**src/rtl/i2s_tx.sv**
```systemverilog
// Philips I2S transmitter: serializes one W-bit mono sample per frame onto both
// slots, generating BCLK/LRCLK from clk with a single-entry holding register.
module i2s_tx #(
  parameter int W         = 16,
  parameter int HALF_BCLK = 4
) (
  input  logic         clk,
  input  logic         reset,
  input  logic         enable,
  input  logic [W-1:0] sample_in,
  input  logic         sample_in_valid,
  output logic         bclk,
  output logic         lrclk,
  output logic         sdata,
  output logic         sample_req,
  output logic         underrun,
  output logic         overrun,
  output logic         hold_full
);

  localparam int PW = $clog2(2 * W);
  localparam int CW = (HALF_BCLK > 1) ? $clog2(HALF_BCLK) : 1;
  localparam logic [PW-1:0] P_LAST   = PW'(2 * W - 1);
  localparam logic [PW-1:0] P_W      = PW'(W);
  localparam logic [CW-1:0] CNT_WRAP = CW'(HALF_BCLK - 1);

  logic [CW-1:0] cnt_q, cnt_d;
  logic [PW-1:0] p_q, p_d;
  logic          bclk_q, bclk_d;
  logic          lrclk_q, lrclk_d;
  logic          sdata_q, sdata_d;
  logic          req_q, req_d;
  logic          under_q, under_d;
  logic          over_q, over_d;
  logic          hold_full_q, hold_full_d;
  logic [W-1:0]  hold_q, hold_d;
  logic [W-1:0]  tx_q, tx_d;

  logic [PW-1:0] p_next, q_next;
  logic [W-1:0]  sh_word;
  logic          fall, latch;

  // NOTE: every output of this process gets a default first, so no path leaves
  // a signal unassigned and no latch is inferred.
  always_comb begin
    cnt_d       = cnt_q;
    p_d         = p_q;
    bclk_d      = bclk_q;
    lrclk_d     = lrclk_q;
    sdata_d     = sdata_q;
    tx_d        = tx_q;
    hold_d      = hold_q;
    hold_full_d = hold_full_q;
    req_d       = 1'b0;
    under_d     = 1'b0;
    over_d      = 1'b0;
    fall        = 1'b0;

    p_next  = (p_q == P_LAST) ? '0 : p_q + 1'b1;
    q_next  = (p_next >= P_W) ? p_next - P_W : p_next;
    sh_word = tx_q >> (P_W - q_next);

    if (!enable) begin
      cnt_d   = '0;
      bclk_d  = 1'b0;
      lrclk_d = 1'b0;
      sdata_d = 1'b0;
      p_d     = P_LAST;
    end else if (cnt_q == CNT_WRAP) begin
      cnt_d  = '0;
      bclk_d = ~bclk_q;
      fall   = bclk_q;
    end else begin
      cnt_d = cnt_q + 1'b1;
    end

    latch = fall && (p_next == '0);

    // Slot position 0 repeats the previous slot's LSB (the I2S one-bit delay);
    // tx_q still holds the outgoing word when the latch happens.
    if (fall) begin
      p_d     = p_next;
      lrclk_d = (p_next >= P_W);
      sdata_d = (q_next == '0) ? tx_q[0] : sh_word[0];
    end

    if (latch) begin
      req_d       = 1'b1;
      under_d     = ~hold_full_q;
      tx_d        = hold_full_q ? hold_q : '0;
      hold_full_d = 1'b0;
    end

    // A write on the latch cycle refills the register the latch just drained.
    if (sample_in_valid) begin
      hold_d      = sample_in;
      hold_full_d = 1'b1;
      over_d      = hold_full_q & ~latch;
    end
  end

  // NOTE: state registers use non-blocking assignments so every flop samples
  // the pre-edge values regardless of statement order.
  always_ff @(posedge clk) begin
    if (reset) begin
      cnt_q       <= '0;
      p_q         <= P_LAST;
      bclk_q      <= 1'b0;
      lrclk_q     <= 1'b0;
      sdata_q     <= 1'b0;
      req_q       <= 1'b0;
      under_q     <= 1'b0;
      over_q      <= 1'b0;
      hold_full_q <= 1'b0;
      hold_q      <= '0;
      tx_q        <= '0;
    end else begin
      cnt_q       <= cnt_d;
      p_q         <= p_d;
      bclk_q      <= bclk_d;
      lrclk_q     <= lrclk_d;
      sdata_q     <= sdata_d;
      req_q       <= req_d;
      under_q     <= under_d;
      over_q      <= over_d;
      hold_full_q <= hold_full_d;
      hold_q      <= hold_d;
      tx_q        <= tx_d;
    end
  end

  assign bclk       = bclk_q;
  assign lrclk      = lrclk_q;
  assign sdata      = sdata_q;
  assign sample_req = req_q;
  assign underrun   = under_q;
  assign overrun    = over_q;
  assign hold_full  = hold_full_q;

endmodule

```
**config.mk**
```make
export PLATFORM = sky130hd
export DESIGN_NAME = i2s_tx
export DESIGN_NICKNAME = d
export VERILOG_FILES = /design/src/rtl/i2s_tx.sv
export SDC_FILE = /design/constraint.sdc
export NUM_CORES = 1
export LEC_CHECK = 0
export CORE_ASPECT_RATIO = 2
export CORE_MARGIN = 1.5
export CORE_UTILIZATION = 30
export DETAILED_ROUTE_END_ITERATION = 8
export PLACE_DENSITY = 0.53
export SLEW_MARGIN = 5
export SYNTH_ARGS = -nofsm -noshare
export SYNTH_HDL_FRONTEND = slang
export SYNTH_SLANG_ARGS = --single-unit
```
**constraint.sdc**
```tcl
create_clock -name clk -period 2.9 [get_ports clk]
set_clock_uncertainty 0.2 [all_clocks]
set_input_delay 0.435 -clock clk [delete_from_list [all_inputs] [get_ports clk]]
set_output_delay 0.435 -clock clk [all_outputs]
set_load 0.03 [all_outputs]
```
==> summary.md, run 1 <==
The core region is 6056 sq um. The proportion of synthesized area in mux cells works out to 16.89%. The clock insertion delay at the later pin of the skew report is 290 ps, and the aggregate global routing overflow is 0.

The met1 capacity usage during global routing came out at 13.31%. The logs give 190 for the number of nets produced by synthesis and 0 for the number of max-cap violations. At the worst endpoint, the arrival time is 2670 ps.

Synthesis inferred 46 register bits. The routed layout has 1343 vias. For the final routed database, the setup TNS stands at 0 ps. The final hold violation count was 0. The tools report the combinational fraction of design power as 6.1%. After the flow finishes, the layout carries non-filler instances totaling 284. The run gives 0 as the initial antenna violation count. The logs give 46 for the TritonCTS sink count and 73.75% for the relative max-transition margin.

The floorplan step defined a die boundary enclosing 6786 sq um. The filler cells instantiated in the layout total 621. The average instance in the mapped netlist occupies 11.34 sq um.

Internal portion of total power: 1.086 mW. The post-synthesis to final-layout area growth is 28.39%, and the number of pins exceeding their max-slew limit in the final report is 0. Measured along the x axis, the die boundary spans 59.01 um. Entering global routing, the biggest net connects 19 pins. The via count of the first global-routing pass was 1313. In this run the power spent charging and discharging nets is 280.5 uW. Summing the areas of all xor and xnor instances in the mapped netlist gives 1.330% of the synthesized area.

Global routing consumed, on the met2 layer, 22.74% of the routing resources. The HPWL after detailed placement is 2.911 mm. The worst setup path is launched from a flop. TritonCTS built the clock tree. Highest achievable clock rate: 0.3710 GHz. The critical path goes through ha_2, and3_1, ha_1, mux2i_2, mux4_1, mux2i_1, mux2_2, a31oi_1. Yosys printed 0 warnings.

Top-level port count: 27. CTS built an H-tree with a depth of 2. No sink is reached through more buffers than the 2 on the longest clock path.

Summing the areas of all and, or, nand and nor instances in the mapped netlist gives 13.10% of the synthesized area. The detail route stage leaves a number of antenna-violating nets equal to 0. At the worst endpoint, the required time is 2870 ps.

The tools report the number of search-and-repair iterations in the first detailed-routing pass as 4. The run gives 39 as the number of distinct library cells after synthesis. Along the worst path, the maximum fanout reaches 7. The final critical path takes up 92.94% of the cycle. The clock transition time at the flip-flop clock pins of the worst setup and hold paths came out at 60 ps.

The first global-routing pass estimated 6.341 mm of wire. The most common flop cell mapped by yosys was dfxtp_1. For the total of endpoints with negative setup slack in the final report, the log shows 0.

The synthesized netlist devotes 2.660% of its cell area to adder and majority cells. Setup repair after global routing left no endpoint under its margin. Port buffering added 26 buffers. The number of flops mapped to enable cells by yosys was 0; the antenna diode count was 0.

The run gives 16 as the number of violations reported at the end of detailed-routing iteration 0. The worst path meets setup with 204.7 ps of slack. The critical path is of the reg -> reg type. The layout cell share with drive strength beyond 1 was 14.00%. STA classifies the critical path endpoint as a flop. In the final layout, the multi-input gates occupy 887.1 sq um. The net switching fraction of the power works out to 20.53%. Summing the sequential cell areas from Yosys gives 48.94% of the chip area. The cell count of the worst hold path works out to 1.

The via-per-instance ratio works out to 4.729. The tightest min-delay check is of the reg -> reg type. After detailed placement, the design holds a cell count of 275. In the synthesized netlist the async set-or-reset flop fraction comes to 0%.

The stage delay of the slowest cell on the critical path was 580 ps; the number of placement rows was 40. In this run the most used layer during global routing was met2. The initial utilization of the core area, before any placement, comes to 31.07%.

Summing all flip-flop and latch instances after layout gives 922.1 sq um. After layout, the minimum clock period comes to 2695 ps. The worst register-to-register path has a depth of 8.

The analysis attributes to cell leakage a power of 0.9855 nW. The flow ran to the end, and the final reports show no timing, DRC or antenna violations. In this run the cell area of the synthesized design comes to 1882 sq um.

The tree is rooted in a clkbuf_16. The wire length reported by the detailed router came out at 3.877 mm. The total clock buffers created by CTS is 5. Timing analysis after detailed placement gives a worst setup slack of 47.54 ps.

For this design the ratio of total power to cell area is 565.5 nW/um^2. In this run, post-CTS hold repair placed 0 buffers. In the global route stage, overall resource usage came out at 12.91%.

In the global route stage, met3 resource usage came out at 3.375%. The main combinational cell family by area after synthesis is multiplexers. For the number of nets in the layout, the log shows 223.

The clock network is responsible for 45.8% of the overall power. Dividing the detail-routed wire length by the instance count gives 13.65 um. The worst-case IR drop observed on VDD is 0.3188 mV. At the end of routability-driven placement, the weighted congestion stood at 0.7183.

The part of the total power dissipated in sequential elements came out at 48.1%. At the pin with the least slew margin, the transition time is 391.9 ps. The critical path's slowest cell is mux4_1.

The synthesized netlist devotes 12.57% of its cell area to compound gates. Synthesis handed over a netlist of 166 instances. In this run the vertical extent of the chip is 115.0 um. For this run, design rule violations remaining after detail routing come to 0.
-- metal layers --
metal	wire, um	vias up
li1	-	669
met1	1522	651
met2	2156	17
met3	96	6
met4	101	0
met5	0	-
-- cell usage after synthesis (3+ instances only) --
master | number | area, sq um
mux2i_1 | 19 | 190.2
nand3_1 | 5 | 25.02
ha_1 | 4 | 50.05
buf_6 | 3 | 33.78
nand2_1 | 6 | 22.52
and3_1 | 3 | 18.77
nor2b_1 | 4 | 25.02
dfxtp_1 | 46 | 920.9
nor2_1 | 20 | 75.07
a22o_1 | 17 | 148.9
-- layout make-up --
class	count	area share [%]
Timing Repair Buffer	35	13.57
Inverter	2	0.3107
Clock buffer	8	6.888
Multi-Input combinational cell	109	36.72
Sequential cell	46	38.17
Tap cell	84	4.350
-- layout by cell type, fill, tap and decap left out, types with 2 or more instances in the layout --
master,synthesis,final
or2b_1,2,2
a21oi_1,2,2
o211ai_1,2,2
and3_1,3,3
nand3_1,5,5
nor3_1,2,2
nand2b_1,2,2
a31oi_1,2,2
nor2_1,20,20
nand2_1,6,6
nor2b_1,4,4
buf_4,1,9
clkdlybuf4s50_1,0,26
ha_1,4,3
clkbuf_16,0,5
mux4_1,2,2
clkbuf_8,0,3
o311ai_0,2,2
mux4_4,2,2
a22o_1,17,17
dfxtp_1,46,45
mux2i_1,19,19
-- kinds of logic (layout without fill, tap and decap cells) --
family | after synthesis | count (layout)
compound gates | 29 | 29
xor+xnor | 2 | 2
fa+ha+maj | 4 | 4
buf+inv | 11 | 45
flops | 46 | 46
mux | 25 | 25
simple gates | 49 | 49
-- per-stage QoR --
step | power [mW] | hold WS (ps) | cell area, sq um | util (%)
2_1_floorplan | 0.7100 | 204.3 | 1882 | -
3_3_place_gp | 0.7551 | 213.5 | 2230 | 36.82
3_5_place_dp | 0.7568 | 235.5 | 2230 | 36.82
4_1_cts | 1.385 | 245.3 | 2396 | 39.57
5_1_grt | 1.413 | 248.1 | 2416 | 39.90
6_report | 1.366 | 239.2 | 2416 | 39.90
-- worst max-delay path, delay by kind of cell, from the launching register on --
kind / cells / cell delay, ps
compound gates: 1 / 70
fa+ha+maj: 2 / 510
flops: 1 / 400
mux: 4 / 1190
simple gates: 1 / 210
-- power groups by stage --
stage	registers, mW	clock network (mW)	logic [mW]
floorplan	0.673	0	0.0371
global placement	0.671	0	0.0843
detailed placement	0.671	0	0.0855
CTS	0.657	0.642	0.0856
global route	0.658	0.664	0.0914
finish	0.657	0.626	0.0837
-- timing repair --
action                     CTS  global route
gates resized for setup      0             3
setup endpoints to repair    0            19
buffers inserted             0             1
hold endpoints to repair     0             0
-- path summary, 6_finish.rpt --
path,end,slack (ps),start
worst min register to register,cnt_q[0],240,cnt_q[0]
worst max-delay path,sdata,200,p_q[1]
worst max register to register,sdata,200,p_q[1]
worst min-delay path,cnt_q[0],240,cnt_q[0]
-- registers in the layout, summed over array words and instances (netlist names) --
register,count
p_q,5
sample_req,1
underrun,1
hold_full,1
sdata,1
bclk,1
overrun,1
hold_q,16
cnt_q,2
lrclk,1
tx_q,16
No activity file was read; power rests on OpenSTA's default activity.
==> run 2, diff against run 1 <==
CORE_MARGIN = 2   (was 1.5)
==> run 2 against run 1 <==
  * Power up 0.34%
  * Clock power up 1%
  * First-iteration DRC count grew 13%
  * Worst setup slack improved by 5.9 ps
  * Global-route usage is 0.42 points lower
  * Combinational power decreased by 5.6%
  * Count of clock-buffer cells in the layout fell by 3
  * Final area down 0.57%
  * Core utilization decreased by 0.23 points
  * Largest power group unchanged
==> summary.md, run 2 (synthesis results as in run 1) <==
The run finished with clean final reports. The logs give 5 (unchanged) for the total clock buffers created by CTS and 0 (unchanged) for the aggregate global routing overflow. The TritonCTS sink count came out at 46 (unchanged). The y dimension of the die came out at 116.0 um (+0.87%). In the layout the commonest cells are dfxtp_1 (46), clkdlybuf4s50_1 (26), nor2_1 (20), mux2i_1 (19), a22o_1 (17). Setup repair after global routing left no endpoint under its margin. The post-detailed-route wirelength per cell works out to 13.77 um (+0.84%).

From synthesis to final layout, the design area changed by 27.66%. TritonCTS built the clock tree. The worst setup path is launched from a flop.

The half-perimeter wire length of the detailed placement result came out at 2.875 mm (-1.2%). The top-level port count is 27 (unchanged). The count of filler cells inserted in the layout is 601 (-3.2%).

CTS placed an instance of clkbuf_16 at the clock tree root. The final cycle utilization of the critical path came out at 92.74% (-0.20 points). For the total of endpoints with negative setup slack in the final report, the log shows 0 (unchanged). The largest registers in the layout are hold_q: 16 flops, tx_q: 16 flops, p_q: 5 flops. Final hold violation count: 0 (unchanged). The number of search-and-repair iterations in the first detailed-routing pass was 5 (+1); the arrival time of the worst setup path was 2650 ps (-20 ps). The total power per unit cell area was 570.7 nW/um^2 (+0.92%). Effective utilization at floorplan: 31.07% (unchanged). Met1 routed wirelength after detailed routing: 1.539 mm (+1.1%). The area of the core was 6056 sq um (unchanged).

The top routing layer in use is met4. Number of max-cap violations: 0 (unchanged). The horizontal die dimension was 60.01 um (+1.7%). The worst setup path is of the reg -> reg kind. The largest net degree at the start of global routing was 19 (unchanged). The total global routing track utilization was 12.49% (-0.42 points); the remaining antenna violation count was 0 (unchanged). The maximum vdd drop is 0.2296 mV (-28%).

The final core utilization was 39.67% (-0.23 points). The logs give 2860 ps (about the same) for the required time of the critical path and 0.9719 nW (-1.4%) for the leakage power total. In this run the worst hold path is classified as reg -> reg. The antenna diode count was 0 (unchanged). The post-placement cell area was 2235 sq um (+0.22%); the post-layout total power was 1.371 mW (+0.34%). The run gives 0 (unchanged) as the initial antenna violation count. Number of buffers on the longest clock path: 2 (unchanged). The full die area is 6961 sq um (+2.6%), and the via-per-instance ratio is 4.702 (-0.57%). The count of hold-fix buffers inserted at cts is 0 (unchanged), and the number of placement rows is 40 (unchanged).

The highest achievable clock rate is 0.3718 GHz (+0.22%), and the sum of negative setup slack is 0 ps (unchanged). The run gives 2402 sq um (-0.57%) as the cell area after layout. The tools report the total via count in the routed design as 1326 (-1.3%). The number of violations reported at the end of detailed-routing iteration 0 was 18 (+2). For the wire length reported by the detailed router, the log shows 3.882 mm (+0.13%). The clock insertion delay at the later pin of the skew report was 280 ps (about the same); the relative max-transition margin was 47.30% (-26 points). The tools report the category of the worst setup path capture point as a flop. The number of nets in the layout was 221 (-0.90%); the detailed-routed wire length on met2 was 2.084 mm (-3.3%).

The global-route wire length before repair is 6.361 mm (+0.32%), and the via count of the first global-routing pass is 1368 (+4.2%). For the detailed-route DRC error count, the log shows 0 (unchanged). The number of pins exceeding their max-slew limit in the final report came out at 0 (unchanged). The slew at the pin closest to its max-slew limit came out at 790.5 ps (+398.6 ps).

The highest fanout seen on the critical path was 9 (+2); the H-tree level count was 2 (unchanged). The clock period minus final worst setup slack is 2689 ps (-5.921 ps). The clock transition time at the flip-flop clock pins of the worst setup and hold paths was 60 ps (about the same). Routability-driven placement congestion ratio: 0.7828 (+9.0%).

The tools report the wire length on met3 as 125 um (+30%). The commonest non-fill, non-tap cell in the layout was dfxtp_1. The layout cell share with drive strength beyond 1 came out at 12.63% (-1.4 points). The number of buffers inserted by port buffering was 26 (unchanged).
## run 2: final cells by class
type	instances	area (sq um)	area share, %
timing repair buffer	33	325.3	13.54
clock buffer	5	125.1	5.208
tap	84	105.1	4.375
clock inverter	3	40.04	1.667
sequential	46	920.9	38.33
multi-input combinational	109	878.3	36.56
inverter	2	7.507	0.3125
## run 2: per-layer routing
| layer | vias up | track usage (%) |
|---|---|---|
| li1 | 662 | - |
| met1 | 620 | 12.25 |
| met2 | 37 | 22.46 |
| met3 | 7 | 2.455 |
| met4 | 0 | 8.296 |
| met5 | - | 0 |
## run 2: worst max-delay path, stage by stage (launching register included)
cell     delay [ps]
dfxtp_1         450
ha_1            200
and3_1          180
ha_2            290
mux2i_2         290
mux4_1          570
mux2i_1         140
mux2_2          160
a31oi_1          80
## run 2: per-stage QoR
stage	setup WS, ps	hold WS [ps]	cells
detailed placement	156.4	228.8	274
CTS	129.1	237.6	282
finish	210.6	234.2	282
floorplan	267.6	204.3	166
global placement	187.0	216.3	274
global route	24.03	250.9	282
## run 2: what timing repair did
action,in CTS,in global routing
buffers inserted,0,0
resized for setup,0,1
setup endpoints to repair,0,1
## run 2: path summary, 6_finish.rpt
kind,from,slack (ps),end,cells past startpoint
hold reg to reg,cnt_q[0],230,cnt_q[0],1
hold / removal,cnt_q[0],230,cnt_q[0],1
setup reg to reg,p_q[0],210,sdata,8
setup / recovery,p_q[0],210,sdata,8
## run 2: power breakdown
group          switching (mW)  internal, mW  leakage [nW]
Clock                   0.231         0.403        0.0836
Combinational          0.0342        0.0448         0.514
Sequential            0.00967         0.648         0.375
Total                   0.275          1.10         0.972
